[src/rtl/tff_ctrl_pkg.sv]
// rtl/tff_ctrl_pkg.sv - shared types and constants for the T-flip-flop counter controller
//
// Purpose : FSM state encoding and default counter width used by tff_count_ctrl.
// Contents: TFF_DEFAULT_WIDTH - default bank width
//           tff_state_e       - controller states IDLE / RUN / PAUSE
package tff_ctrl_pkg;

  localparam int TFF_DEFAULT_WIDTH = 8;

  typedef enum logic [1:0] {
    IDLE  = 2'd0,
    RUN   = 2'd1,
    PAUSE = 2'd2
  } tff_state_e;

endpackage

[src/rtl/tff_cell.sv]
// rtl/tff_cell.sv - single T flip-flop cell with synchronous set/clear
//
// Purpose: one bit of the counter bank. Q flips on a clock edge when T is high.
//          Set/Clear force Q synchronously and take priority over T.
// Ports  : Clock - rising-edge clock
//          Reset - asynchronous active-low reset, clears Q
//          T     - toggle enable
//          Set   - synchronous set (wins over Clear and T)
//          Clear - synchronous clear (wins over T)
//          Q     - cell state
module tff_cell (
  input  logic Clock,
  input  logic Reset,
  input  logic T,
  input  logic Set,
  input  logic Clear,
  output logic Q
);

  always_ff @(posedge Clock or negedge Reset) begin
    if (!Reset) begin
      Q <= 1'b0;
    end else if (Set) begin
      Q <= 1'b1;
    end else if (Clear) begin
      Q <= 1'b0;
    end else if (T) begin
      Q <= ~Q;
    end
  end

endmodule

[src/rtl/tff_count_ctrl.sv]
// rtl/tff_count_ctrl.sv - modulo counter built from a bank of T flip-flops with run/pause control
//
// Purpose : WIDTH tff_cell instances form a counter running 0..Modulus. A small
//           IDLE/RUN/PAUSE FSM decides when the bank steps; Load presets the bank
//           while not running. Optional down-counting is compiled in with the
//           macro TFF_CTRL_DOWN_EN (without it Dir is ignored).
// Ports   : Clock   - rising-edge clock
//           Reset   - asynchronous active-low reset
//           Start   - level, begin/resume counting
//           Stop    - level, pause counting (wins over Start)
//           OneShot - latched on entry to RUN; stop after the first wrap
//           Load    - preset request, honoured in IDLE/PAUSE only
//           LoadVal - preset value, clamped to Modulus
//           Modulus - terminal count
//           Dir     - 0 up, 1 down (TFF_CTRL_DOWN_EN builds only)
//           Count   - bank state
//           Toggle  - per-cell T enables this cycle
//           Busy    - registered, high in RUN
//           Wrap    - registered pulse, count wrapped on the last edge
//           Done    - registered pulse, a one-shot run ended on the last edge
module tff_count_ctrl
  import tff_ctrl_pkg::*;
#(
  parameter int WIDTH = TFF_DEFAULT_WIDTH
) (
  input  logic             Clock,
  input  logic             Reset,
  input  logic             Start,
  input  logic             Stop,
  input  logic             OneShot,
  input  logic             Load,
  input  logic [WIDTH-1:0] LoadVal,
  input  logic [WIDTH-1:0] Modulus,
  input  logic             Dir,
  output logic [WIDTH-1:0] Count,
  output logic [WIDTH-1:0] Toggle,
  output logic             Busy,
  output logic             Wrap,
  output logic             Done
);

  tff_state_e       state;
  logic             oneshot_q;

  logic             step_en;
  logic             load_en;
  logic [WIDTH-1:0] load_val;
  logic [WIDTH-1:0] up_t;
  logic             up_c;
  logic [WIDTH-1:0] step_t;
  logic             step_wrap;
  logic             wrap_now;

  // Stop in RUN suppresses the step on the same edge, so a pause freezes
  // the value that was visible when Stop was sampled.
  assign step_en = (state == RUN) && !Stop;
  assign load_en = (state != RUN) && Load;
  assign load_val = (LoadVal > Modulus) ? Modulus : LoadVal;

  // Ripple-carry toggle pattern of a binary incrementer: cell i flips when
  // every lower cell is 1.
  always_comb begin
    up_t = '0;
    up_c = 1'b1;
    for (int i = 0; i < WIDTH; i++) begin
      up_t[i] = up_c;
      up_c    = up_c & Count[i];
    end
  end

`ifdef TFF_CTRL_DOWN_EN
  logic [WIDTH-1:0] dn_t;
  logic             dn_c;

  // Decrementer pattern: cell i flips when every lower cell is 0.
  always_comb begin
    dn_t = '0;
    dn_c = 1'b1;
    for (int i = 0; i < WIDTH; i++) begin
      dn_t[i] = dn_c;
      dn_c    = dn_c & ~Count[i];
    end
  end

  // Wrap is detected only on exact equality with the terminal value. A count
  // that sits above a freshly lowered Modulus therefore rolls through
  // all-ones (or down to 0) as a plain binary step, without a Wrap pulse.
  always_comb begin
    step_t    = '0;
    step_wrap = 1'b0;
    if (Dir) begin
      step_wrap = (Count == '0);
      if (step_wrap) begin
        // A one-shot run finishes parked at 0 instead of reloading Modulus.
        step_t = oneshot_q ? '0 : (Count ^ Modulus);
      end else begin
        step_t = dn_t;
      end
    end else begin
      step_wrap = (Count == Modulus);
      step_t    = step_wrap ? Count : up_t;
    end
  end
`else
  logic unused_dir;
  assign unused_dir = Dir;

  // Toggling exactly the set bits clears the bank back to 0 at the top.
  always_comb begin
    step_wrap = (Count == Modulus);
    step_t    = step_wrap ? Count : up_t;
  end
`endif

  assign Toggle   = step_en ? step_t : '0;
  assign wrap_now = step_en && step_wrap;

  genvar gi;
  generate
    for (gi = 0; gi < WIDTH; gi++) begin : g_cell
      tff_cell u_cell (
        .Clock (Clock),
        .Reset (Reset),
        .T     (Toggle[gi]),
        .Set   (load_en &  load_val[gi]),
        .Clear (load_en & ~load_val[gi]),
        .Q     (Count[gi])
      );
    end
  endgenerate

  always_ff @(posedge Clock or negedge Reset) begin
    if (!Reset) begin
      state     <= IDLE;
      oneshot_q <= 1'b0;
      Busy      <= 1'b0;
      Wrap      <= 1'b0;
      Done      <= 1'b0;
    end else begin
      Wrap <= wrap_now;
      Done <= 1'b0;
      case (state)
        IDLE: begin
          if (Start && !Stop) begin
            state     <= RUN;
            oneshot_q <= OneShot;
            Busy      <= 1'b1;
          end
        end
        RUN: begin
          if (Stop) begin
            state <= PAUSE;
            Busy  <= 1'b0;
          end else if (wrap_now && oneshot_q) begin
            state <= IDLE;
            Busy  <= 1'b0;
            Done  <= 1'b1;
          end
        end
        PAUSE: begin
          // With both levels high Stop wins and the pause simply holds.
          if (Stop && !Start) begin
            state <= IDLE;
          end else if (Start && !Stop) begin
            state     <= RUN;
            oneshot_q <= OneShot;
            Busy      <= 1'b1;
          end
        end
        default: begin
          state <= IDLE;
          Busy  <= 1'b0;
        end
      endcase
    end
  end

endmodule
[config.mk]
export PLATFORM = sky130hd
export DESIGN_NAME = tff_count_ctrl
export DESIGN_NICKNAME = d
export VERILOG_FILES = /design/src/rtl/tff_ctrl_pkg.sv /design/src/rtl/tff_cell.sv /design/src/rtl/tff_count_ctrl.sv
export SDC_FILE = /design/constraint.sdc
export NUM_CORES = 1
export LEC_CHECK = 0
export ABC_AREA = 1
export ABC_CLOCK_PERIOD_IN_PS = 1900
export CAP_MARGIN = 30
export CORE_MARGIN = 10
export CORE_UTILIZATION = 45
export CTS_CLUSTER_SIZE = 40
export DETAILED_ROUTE_END_ITERATION = 12
export PLACE_DENSITY = 0.88
export SYNTH_ARGS = -nofsm -noshare
export SYNTH_HDL_FRONTEND = slang
export SYNTH_SLANG_ARGS = --single-unit
[constraint.sdc]
create_clock -name Clock -period 1.9 [get_ports Clock]
set_input_delay 0.38 -clock Clock [delete_from_list [all_inputs] [get_ports Clock]]
set_output_delay 0.38 -clock Clock [all_outputs]
set_load 0.03 [all_outputs]
=== Word-level counts from Yosys, hierarchy flattened ===
Cells that the tools add are included.

* Register bits: 14
* Logic and storage cells: 121

* Equality and inequality tests: 6
* Muxes and demuxes: 43
* Order comparisons: 1
* Bitwise operators: 38
* Reductions and logical operators: 20

{| class="wikitable"
|+ Operators by type and width
! cell !! count
|-
| $mux 1 || 33
|-
| $mux 8 || 3
|-
| $reduce_bool 3->1 || 8
|-
| $and 1x1->1 || 22
|-
| $not 1->1 || 16
|-
| $eq 8x8->1 || 1
|-
| $gt 8x8->1 || 1
|-
| $mux 2 || 4
|-
| $logic_and 1x1->1 || 6
|-
| $pmux 2 s3 || 1
|-
| $reduce_and 2->1 || 2
|-
| $ne 3x2->1 const B || 1
|-
| $pmux 1 s3 || 1
|-
| $eq 2x1->1 const B || 1
|-
| $eq 2x2->1 const B || 1
|-
| $logic_not 1->1 || 2
|-
| $logic_not 2->1 || 1
|-
| $ne 2x1->1 const B || 1
|-
| $ne 2x2->1 const B || 1
|-
| $pmux 1 s2 || 1
|-
| $reduce_bool 2->1 || 1
|}

=== Logic depth before layout (Yosys ltp) ===
Gate-level depths: netlist of run 1.

* Depth in word-level cells: 11
* Depth in mapped cells: 13

=== Hierarchy ===
Synthesis of run 1 repeated with hierarchy kept, for this count alone.

* Cells, all modules: 233
* Area total of the unflattened synthesis: 1,386.3 um2

{| class="wikitable"
|+ Modules (own cells, without submodules)
! module !! cells an instance !! area each (um2) !! sequential area each (um2) !! instances
|-
| tff_count_ctrl || 161 || 935.9 || 150.1 || 1
|-
| tff_cell || 9 || 56.3 || 25.0 || 8
|}

=== Worst setup path after synthesis of run 1 ===
No wires, ideal clock.

* Path kind: register to output
* Start: reg g_cell[5].u_cell.Q
* End: out Toggle[4]
* Arrival: 1.303 ns
* Path slack: 0.217 ns
* Stages on the path, launching flop included: 10
* Data required time: 1.520 ns
* Cell sequence: dfrtp_1 -> inv_1 -> nand2_1 -> nand2_1 -> nand2_1 -> nor2_1 -> nand3_2 -> buf_6 -> o21ai_0 -> buf_4

* Longest elaborated chain between the ends: 3

{| class="wikitable"
|+ Ends and longest elaborated chain
! element !! line !! text
|-
| start: declaration || tff_cell.sv:17 || <nowiki>output logic Q</nowiki>
|-
| start signal: assignment || tff_cell.sv:28 || <nowiki>Q <= ~Q;</nowiki>
|-
| $eq 8x8->1 || tff_count_ctrl.sv:110 || <nowiki>step_wrap = (Count == Modulus);</nowiki>
|-
| $mux 8 || tff_count_ctrl.sv:111 || <nowiki>step_t = step_wrap ? Count : up_t;</nowiki>
|-
| $mux 8 || tff_count_ctrl.sv:115 || <nowiki>assign Toggle = step_en ? step_t : '0;</nowiki>
|-
| end: declaration || tff_count_ctrl.sv:36 || <nowiki>output logic [WIDTH-1:0] Toggle,</nowiki>
|}

Every way passes these cells.

=== Worst setup path in the final report of run 1 ===
* Start: reg g_cell[0].u_cell.Q
* End: out Toggle[3]

* Longest elaborated chain between the ends: 4

{| class="wikitable"
|+ Ends and longest elaborated chain
! element !! line !! text
|-
| start: declaration || tff_cell.sv:17 ||
|-
| start signal: assignment || tff_cell.sv:28 ||
|-
| $and 1x1->1 (2 in series) || tff_count_ctrl.sv:67 || <nowiki>up_c = up_c & Count[i];</nowiki>
|-
| $mux 8 * || tff_count_ctrl.sv:111 ||
|-
| $mux 8 * || tff_count_ctrl.sv:115 ||
|}

Mark *: on every way between the ends. The rest lies on a longest branch, timed or not.

==> metrics.cfg, run 1 <==
[grt]
antenna_found_initial = 0
grt_usage_pct = 15.64
grt_pass1_wl_um = 7079
grt-ovfl-total = 0
grt_max_degree = 15
grt_pass1_vias = 1682

[status]
violations = negative setup slack
status = finished with violations

[placement]
dp_slack_ps = -357.3
port_buffers = 40
gp_congestion = 0.7943
dp_hpwl_um = 3092

[detailed_routing]
firstDrtPassIters = 4
drc = 0
num_vias = 1756
vias_per_cell = 5.387
drt-wirelength-per-cell_um = 15.79
drtIter0Drc = 210
final_antenna_net_count = 0
wirelength_um = 5149

[floorplan]
die_h_um = 75.53
fp.dieW_um = 75.53
ios = 42
initial_utilization_pct = 46.21
rows = 20
core-area_mm2 = 0.003003
dieArea_mm2 = 0.005705

[yosys]
synth_warnings = 0
ys_types = 23
syn_area_per_cell_um2 = 6.307
synth_area_mm2 = 0.001388
synth_cells = 220
ys_ff_latch = 14
synth_nets = 251
ys_seq_area_share_pct = 25.25

[sta]
setup_viol = 8
hold_violations = 0
rsz0062_at_grt = true
tightest_slew_ps = 689.3
slew_headroom_pct = 53.90
setup_ws_ps = -254.8
maxSlewViolCount = 0
fmax_mhz = 464.1
whs_ps = 476.4
fin_crit_ps = 2155
skew_ps = 2.238
period_share_pct = 113.4

[worst_setup_path]
cp_common_cell = nand2_4
endpoint_kind = primary output
critPathKind = register to primary output
required_ps = 1520
cpPeakStageDelay_ps = 440
critPathBufInv = 1
cp_slowest_cell = dfrtp_1
startpoint_type = register
cp.arrival_ps = 1770
cp_cell_sequence = nand2_1, nand2_2, nand2_4, nor2_4, nand2_4, nand4_1, o21ai_1, buf_4
path_max_fanout = 5
critical_path.top_delay_family = simple AND/OR/NAND/NOR gates

[finish]
layout_commonest_cell = nand2_1
layout_common_cells = nand2_1, buf_4, inv_1, nand3_1, clkdlybuf4s50_1
fill_cells = 195
nNetsFinal = 326
layout-drive-gt1-share_pct = 34.13
area_growth_pct = 56.63
antenna_cells = 0

[job]
cap_violations = 0

[power_and_ir_drop]
p_per_area_mw_per_mm2 = 700.8
power_leakage_nw = 1.254
peakVddDrop_uv = 281.9

[clock_tree]
cts_buffer_depth = 2
cts_tree = done
ctsHoldBuffers = 0
cts_root_buf = clkbuf_4
h-tree-depth = 1
path_clk_slew_ps = 90
insertion_delay_ps = 290
cts_buffers = 3
clock-sinks = 14

[worst_hold_path]
hold_path.class = register to register

stage by stage:
stage                     total power, mW  utilization (%)  TNS, ps  std cells  cell area [um^2]
after floorplan                    0.8907                -        0        220              1388
after global placement              1.084            60.96    -4376        296              1831
after detailed placement            1.106            60.96    -4996        296              1831
after CTS                           1.374            67.79   -707.5        315              2036
after global routing                1.608            72.38    -2296        326              2173
final                               1.523            72.38    -1649        326              2173
path summary, 6_finish.rpt:
check                                    from                  to  slack (ps)  cells past startpoint
max in group asynchronous               Reset  g_cell[1].u_cell.Q         920                      1
setup / recovery           g_cell[0].u_cell.Q           Toggle[3]        -250                      8
min in group asynchronous               Reset  g_cell[7].u_cell.Q         500                      1
setup reg to reg           g_cell[0].u_cell.Q                Busy         100                     11
hold / removal                           Busy                Busy         480                      2
hold reg to reg                          Busy                Busy         480                      2
synth_stat cells:
library cell   n  area [um^2]
nand3_2        1        10.01
ha_1           8        100.1
nand3_1       21        105.1
nor2_1        16        60.06
buf_2          1        5.000
xnor2_1        3        26.28
nor3_1         1        5.000
inv_2          2        7.510
buf_4         16        120.1
o21a_1         1        7.510
o21ai_1        4        20.02
nand4_1        6        37.54
nand2_1       75        281.5
clkbuf_1       1        3.750
or2_4          1        8.760
inv_1         31        116.4
o21ai_0        5        25.02
nor2_8         1        20.02
a21oi_1        8        40.04
dfrtp_1       14        350.3
buf_6          2        22.52
o32ai_1        1        8.760
nand2_2        1        6.260
kinds of logic (layout without fill, tap and decap cells):
group / Yosys count / after routing / synth area share [%]
buf+inv: 53 / 125 / 19.84
fa+ha+maj: 8 / 8 / 7.214
xor+xnor: 3 / 3 / 1.894
flops: 14 / 14 / 25.25
compound gates: 19 / 19 / 7.304
simple gates: 123 / 124 / 38.50
where the power goes:
part / switching (mW) / internal (mW)
registers: 0.0636 / 0.358
logic: 0.529 / 0.396
clock network: 0.103 / 0.0737
total: 0.695 / 0.828
routing by layer:
layer	vias to the layer above	part of all wire [%]	GRT usage, %
li1	825	-	-
met1	812	37	15.43
met2	98	50	29.27
met3	21	9.1	4.297
met4	0	3.4	7.629
met5	-	0	0
flip-flops by register name, summed over array words and instances (netlist names):
name	flops
Done	1
Wrap	1
Busy	1
state	2
oneshot_q	1
g_cell.u_cell.Q	8
what timing repair did:
item | in CTS | in global routing
resized for setup | 40 | 23
cloned | 1 | 0
buffers inserted | 15 | 11
endpoints found under the setup margin | 13 | 17
pin swaps | 15 | 11
area by class of cell:
type | instances | area (um^2) | share of cell area (%)
multi-input combinational | 154 | 875.8 | 40.30
tap | 33 | 41.29 | 1.900
timing repair buffer | 89 | 758.2 | 34.89
clock buffer | 3 | 22.52 | 1.036
sequential | 14 | 351.6 | 16.18
inverter | 33 | 123.9 | 5.700
worst reg2reg max path, cell delays in order, from the launching register on:
cell and delay, ps:
dfrtp_1 440, nand2_1 140, nand2_2 120, nand2_4 80, nor2_4 210, nand2_4 100, buf_4 150, buf_4 130
o21ai_1 160, nand2_1 80, nand2_1 60, nand2_1 40
No activity file was read; power rests on OpenSTA's default activity.
==> run 2, diff against run 1 <==
- CORE_ASPECT_RATIO: unset -> 1.1
==> run 2 against run 1 <==
The flow still finishes with violations (negative setup slack). Clock power increased by 8%. Setup slack got worse by 36 ps. Final cell count increased by 0.61%. Design area increased by 3.2%.
==> metrics.cfg, run 2 (same netlist as run 1, synthesis figures left out) <==
[status]
status = finished with violations
violations = negative setup slack

[detailed_routing]
final_antenna_net_count = 0  ; unchanged
drc = 0  ; unchanged
num_vias = 1753  ; -0.17%
drtIter0Drc = 180  ; -14%
vias_per_cell = 5.345  ; -0.78%
drt-wirelength-per-cell_um = 16.16  ; +2.3%
wirelength_um = 5302  ; +3.0%
firstDrtPassIters = 5  ; +1

[worst_setup_path]
endpoint_kind = primary output
startpoint_type = register
cp_cell_sequence = xnor2_2, nand2_2, nor2_4, nand3_4, inv_4, nand2_2, nand2_2, buf_6
critPathKind = register to primary output
cpPeakStageDelay_ps = 440  ; about the same
critPathBufInv = 2  ; +1
cp.arrival_ps = 1810  ; +40 ps
cp_common_cell = nand2_2
required_ps = 1520  ; about the same
path_max_fanout = 5  ; unchanged
critical_path.top_delay_family = simple AND/OR/NAND/NOR gates
cp_slowest_cell = dfrtp_1

[grt]
antenna_found_initial = 0  ; unchanged
grt_max_degree = 15  ; unchanged
grt_pass1_vias = 1719  ; +2.2%
grt-ovfl-total = 0  ; unchanged
grt_usage_pct = 16.16  ; +0.52 points
grt_pass1_wl_um = 7665  ; +8.3%

[job]
cap_violations = 0  ; unchanged

[power_and_ir_drop]
p_int_mw = 0.8386  ; +1.3%
switching_share_pct = 46.64  ; +0.98 points
power.switching_mw = 0.7330  ; +5.4%
p_comb_share_pct = 61.3  ; +0.6 points
seqPwrFrac_pct = 26.4  ; -1.3 points
power_leakage_nw = 1.268  ; +1.1%
clkPwrFrac_pct = 12.2  ; +0.6 points
peakVddDrop_uv = 453.8  ; +61%
p_per_area_mw_per_mm2 = 700.9  ; about the same

[sta]
period_share_pct = 115.3  ; +1.9 points
rsz0062_at_grt = true
hold_violations = 0  ; unchanged
tightest_slew_ps = 350.2  ; -339.1 ps
setup_ws_ps = -291.1  ; -36.24 ps
setup_viol = 12  ; +4
fin_crit_ps = 2191  ; +36.24 ps
fin_setup_tns_ps = -2306  ; -657.5 ps
maxSlewViolCount = 0  ; unchanged
skew_ps = 14.40  ; +12.16 ps
fmax_mhz = 456.4  ; -1.7%
slew_headroom_pct = 76.61  ; +23 points

[placement]
dp_hpwl_um = 3057  ; -1.1%
placedCellCount = 301  ; +1.7%
gp_congestion = 0.8075  ; +1.7%
port_buffers = 40  ; unchanged

[finish]
antenna_cells = 0  ; unchanged
final_util_pct = 74.85  ; +2.5 points
area_growth_pct = 61.59
largest_reg_flops = 8  ; unchanged
layout_commonest_cell = nand2_1
stdcell_count = 328  ; +0.61%
fill_cells = 219  ; +12%
reg_top3 = g_cell.u_cell.Q: 8 flops, state: 2 flops
layout_common_cells = nand2_1, buf_4, inv_1, nand3_1, clkdlybuf4s50_1
layout-drive-gt1-share_pct = 35.37  ; +1.2 points
nNetsFinal = 327  ; +0.31%
top_register = g_cell.u_cell.Q

[floorplan]
dieArea_mm2 = 0.005707  ; about the same
rows = 21  ; +5.0%
fp.dieW_um = 72.95  ; -3.4%
die_h_um = 78.24  ; +3.6%
initial_utilization_pct = 46.32  ; +0.12 points
core-area_mm2 = 0.002995  ; -0.25%
ios = 42  ; unchanged

[clock_tree]
h-tree-depth = 1  ; unchanged
path_clk_slew_ps = 110  ; +20 ps
cts_tree = done
cts_root_buf = clkbuf_4
cts_buffers = 3  ; unchanged
clock-sinks = 14  ; unchanged
cts_buffer_depth = 2  ; unchanged
insertion_delay_ps = 300  ; about the same

[worst_hold_path]
hold_path.class = input port to asynchronous set/reset pin

==> run 2: final cells by class <==
| type | count | area (um^2) | share of cell area [%] |
|---|---|---|---|
| Multi-Input combinational cell | 155 | 905.9 | 40.40 |
| Tap cell | 34 | 42.54 | 1.897 |
| Sequential cell | 14 | 350.3 | 15.63 |
| Timing Repair Buffer | 89 | 794.5 | 35.44 |
| Clock buffer | 3 | 22.52 | 1.004 |
| Inverter | 33 | 126.4 | 5.636 |
==> run 2: power by group through the flow <==
stage / clock network, mW / logic [mW] / registers [mW]
final: 0.192 / 0.964 / 0.416
after global routing: 0.197 / 1.03 / 0.419
after CTS: 0.175 / 0.801 / 0.403
after detailed placement: 0 / 0.692 / 0.417
after global placement: 0 / 0.674 / 0.413
after floorplan: 0 / 0.467 / 0.424
==> run 2: timing repair <==
action / 4_1_cts / 5_1_grt
hold buffers: 0 / 0
endpoints found under the setup margin: 13 / 19
pin swaps: 12 / 13
buffers inserted: 14 / 8
gates resized for setup: 44 / 30
cloned: 2 / 0
==> run 2: stage by stage <==
stage / setup WS [ps] / cell area [um^2] / total power [mW] / hold slack [ps]
CTS: -129.5 / 2083 / 1.378 / 404.6
global route: -301.3 / 2242 / 1.649 / 403.2
floorplan: 217.3 / 1388 / 0.8907 / 84.41
global placement: -359.7 / 1874 / 1.088 / 452.7
finish: -291.1 / 2242 / 1.572 / 382.5
detailed placement: -407.3 / 1874 / 1.109 / 489.0
==> run 2: metal layers <==
metal  vias to the layer above  GRT usage, %  part of all wire (%)
li1                        831             -                     -
met1                       807         17.21                    38
met2                        89         28.82                    50
met3                        26         3.774                   7.3
met4                         0         7.795                   4.2
met5                         -             0                     0
==> run 2: worst register-to-register path: stages (launching register included) <==
cell and delay, ps:
dfrtp_1 410, inv_1 110, nand2_1 80, nand2_1 120, nand2_4 90, nor2_4 140
buf_4 130, buf_4 90, buf_4 100, nand3_1 180, buf_4 200, nand2_1 50
nand2_1 40, nand3_1 70, o21ai_1 80
==> run 2: final timing paths <==
check	to	startpoint	slack, ps	depth (start not counted)
worst max-delay path	Toggle[1]	g_cell[2].u_cell.Q	-290	8
worst min-delay path	state[1]	Reset	380	2
worst min register to register	Busy	Busy	500	2
worst max register to register	g_cell[4].u_cell.Q	g_cell[4].u_cell.Q	-100	14
max in group asynchronous	g_cell[6].u_cell.Q	Reset	1320	2
min in group Clock	Busy	Busy	500	2
==> run 3, diff against run 2 <==
- CORE_ASPECT_RATIO: 1.1 -> 0.7
- SETUP_SLACK_MARGIN: unset -> 0.5
==> run 3 against run 2 <==
The flow now stops in global routing (5_1_grt). Synthesized area unchanged. Synthesized cell count did not move.
==> metrics.cfg, run 3 <==
[yosys]
ys_seq_area_share_pct = 25.25  ; unchanged
synth-edff-count = 0  ; unchanged
synth_cells = 220  ; unchanged
yosys_most_used_dff = dfrtp_1
synth_warnings = 0  ; unchanged
async_reset_ff_share_pct = 100.0  ; unchanged
syn_area_per_cell_um2 = 6.307  ; unchanged
synth_nets = 251  ; unchanged
netlist_top_cells_area = dfrtp_1, nand2_1, buf_4
synth.top_cell.area_share_pct = 25.25  ; unchanged
yosys.area.top_type = dfrtp_1
synth_most_common_cell = nand2_1
ys_ff_latch = 14  ; unchanged
ys_top_cells_by_count = nand2_1, inv_1, nand3_1, buf_4, nor2_1
synth_area_mm2 = 0.001388  ; unchanged
ys_types = 23  ; unchanged

[floorplan]
fp.dieW_um = 86.37  ; +18%
ios = 42  ; unchanged
initial_utilization_pct = 48.13  ; +1.8 points
rows = 16  ; -24%
die_h_um = 66.46  ; -15%

[sta]
worst-ep-kind = top-level output
postGrtWorstEndpoint = Toggle[2]

[clock_tree]
cts_root_buf = clkbuf_8
cts_buffers = 3  ; unchanged
clock-sinks = 14  ; unchanged
ctsHoldBuffers = 0  ; unchanged
h-tree-depth = 1  ; unchanged
cts_buffer_depth = 2  ; unchanged

[placement]
port_buffers = 40  ; unchanged
gp_congestion = 0.8788  ; +8.8%
dp_hpwl_um = 3546  ; +16%

[status]
status = stopped before the end
stop_stage = global routing (5_1_grt)
tool.error = [ERROR DPL-0038] Utilization greater than 100%, impossible to legalize

[grt]
grt_max_degree = 15

[run 3: repair_timing]
action,4_1_cts
cloned,3
resized for setup,169
endpoints found under the setup margin,31
pin swaps,44
setup buffers,25
[run 3: stage by stage]
| step | setup WS (ps) | util [%] | cells | instance area [um^2] |
|---|---|---|---|---|
| after CTS | -118.7 | 90.80 | 346 | 2618 |
| after global placement | -498.4 | 74.52 | 314 | 2148 |
| after detailed placement | -570.0 | 74.52 | 314 | 2148 |
| after floorplan | 271.3 | - | 220 | 1600 |
[run 3: logic make-up after synthesis]
group,after synthesis,share of synthesized area (%)
AO/OA/AOI/OAI,19,7.304
XOR/XNOR,3,1.894
adder cells (fa/ha/maj),8,7.214
buffers and inverters,53,19.84
flip-flops,14,25.25
AND/OR/NAND/NOR,123,38.50
==> run 4, diff against run 3 <==
- CORE_ASPECT_RATIO: 0.7 -> unset
- CORE_UTILIZATION: 45 -> 30
- CTS_CLUSTER_SIZE: 40 -> unset
- PLACE_DENSITY: 0.88 -> unset
- PLACE_DENSITY_LB_ADDON: unset -> 0.15
- SETUP_SLACK_MARGIN: 0.5 -> unset
==> run 4 against run 3 <==
The flow now finishes, with violations (negative setup slack).
==> metrics.cfg, run 4 (same netlist as run 1, synthesis figures left out) <==
[worst_setup_path]
endpoint_kind = primary output
startpoint_type = register
critPathBufInv = 2
required_ps = 1520
reg2reg_slack_ps = 150
cp_cell_sequence = or2_4, nor2_8, buf_6, nand4_1, o21ai_1, buf_4
cp_slowest_cell = dfrtp_1
critPathKind = register to primary output
critical_path.top_delay_family = simple AND/OR/NAND/NOR gates
reg2reg_depth = 13
path_max_fanout = 7
cp.arrival_ps = 1590
rr_startpoint = g_cell[4].u_cell.Q
rr_endpoint = Busy
cpPeakStageDelay_ps = 380

[grt]
grt_pass1_wl_um = 6658
antenna_found_initial = 0
grt_usage_pct = 10.56
grt_pass1_vias = 1496
grt_max_degree = 15
grt-ovfl-total = 0

[finish]
reg_top3 = g_cell.u_cell.Q: 8 flops, state: 2 flops
area_growth_pct = 62.76
layout_commonest_cell = nand2_1
layout-drive-gt1-share_pct = 34.13
multi_input_comb_area_um2 = 894.6
largest_reg_flops = 8
regArea_um2 = 351.6
fill_cells = 440
top_register = g_cell.u_cell.Q
nNetsFinal = 325
antenna_cells = 0
layout_common_cells = nand2_1, buf_4, inv_1, nand3_1, clkdlybuf4s50_1

[clock_tree]
cts_tree = done
cts_buffers = 3  ; unchanged
clock-sinks = 14  ; unchanged
ctsHoldBuffers = 0  ; unchanged
h-tree-depth = 1  ; unchanged
cts_root_buf = clkbuf_8
insertion_delay_ps = 250
path_clk_slew_ps = 60
cts_buffer_depth = 2  ; unchanged

[floorplan]
core-area_mm2 = 0.004414
initial_utilization_pct = 31.43  ; -17 points
rows = 24  ; +8
dieArea_mm2 = 0.007746
ios = 42  ; unchanged
fp.dieW_um = 88.01  ; +1.9%
die_h_um = 88.01  ; +32%

[placement]
dp_hpwl_um = 3209  ; -9.5%
gp_congestion = 0.8213  ; -6.5%
port_buffers = 40  ; unchanged

[detailed_routing]
wirelength_um = 4155
drt-wirelength-per-cell_um = 12.04
drtIter0Drc = 79
vias_per_cell = 4.391
drc = 0
final_antenna_net_count = 0
firstDrtPassIters = 4
num_vias = 1515

[status]
violations = negative setup slack
status = finished with violations

[sta]
maxSlewViolCount = 0
hold_violations = 0
rsz0062_at_grt = true
setup_ws_ps = -73.54
slew_headroom_pct = 77.39
fin_crit_ps = 1974
fmax_mhz = 506.7
setup_viol = 7
period_share_pct = 103.9
tightest_slew_ps = 338.6
skew_ps = 1.541
fin_setup_tns_ps = -320.0

[worst_hold_path]
hold_path.class = input port to asynchronous set/reset pin

[job]
cap_violations = 0

[power_and_ir_drop]
power_leakage_nw = 1.279
p_per_area_mw_per_mm2 = 695.3
peakVddDrop_uv = 271.5
power_mw = 1.570

-- run 4: metrics by stage --
step | std cells | worst slack, ps | hold slack, ps | util, % | instance area [um^2]
finish | 345 | -73.54 | 441.0 | 51.16 | 2258
global route | 345 | -156.7 | 464.2 | 51.16 | 2258
CTS | 338 | -95.35 | 446.0 | 47.96 | 2117
detailed placement | 326 | -411.1 | 464.9 | 43.88 | 1937
global placement | 326 | -377.5 | 454.2 | 43.88 | 1937
floorplan | 220 | 217.3 | 84.41 | - | 1388
-- run 4: worst max-delay path by stage --
stage	cells after the start	startpoint	endpoint
3_3_place_gp	9	Modulus[5]	Toggle[6]
3_5_place_dp	7	Modulus[6]	Toggle[6]
4_1_cts	8	g_cell[6].u_cell.Q	Toggle[2]
2_1_floorplan	9	g_cell[5].u_cell.Q	Toggle[4]
6_report	6	state[1]	Toggle[5]
5_1_grt	7	state[0]	Toggle[5]
-- run 4: layout make-up --
type / instances / area share (%)
Multi-Input combinational cell: 154 / 39.61
Timing Repair Buffer: 88 / 33.91
Sequential cell: 14 / 15.57
Inverter: 33 / 5.596
Tap cell: 52 / 2.881
Clock buffer: 4 / 2.438
-- run 4: per-layer routing --
| layer | wire, um | vias to the layer above | global-route usage [%] | share of wire [%] |
|---|---|---|---|---|
| met2 | 1940 | 35 | 17.13 | 47 |
| met3 | 253 | 4 | 2.414 | 6.1 |
| met5 | 0 | - | 0 | 0 |
| met1 | 1910 | 645 | 13.36 | 46 |
| li1 | - | 831 | - | - |
| met4 | 51 | 0 | 3.709 | 1.2 |
-- run 4: report_power, final --
part	switching (mW)	total, mW	internal [mW]
registers	0.0508	0.409	0.358
clock network	0.121	0.304	0.184
logic	0.478	0.857	0.378
-- run 4: repair_timing --
action / 4_1_cts / 5_1_grt
resized for setup: 41 / 29
pin swaps: 16 / 12
gates cloned: 1 / 1
buffers inserted: 7 / 6
setup endpoints to repair: 16 / 17
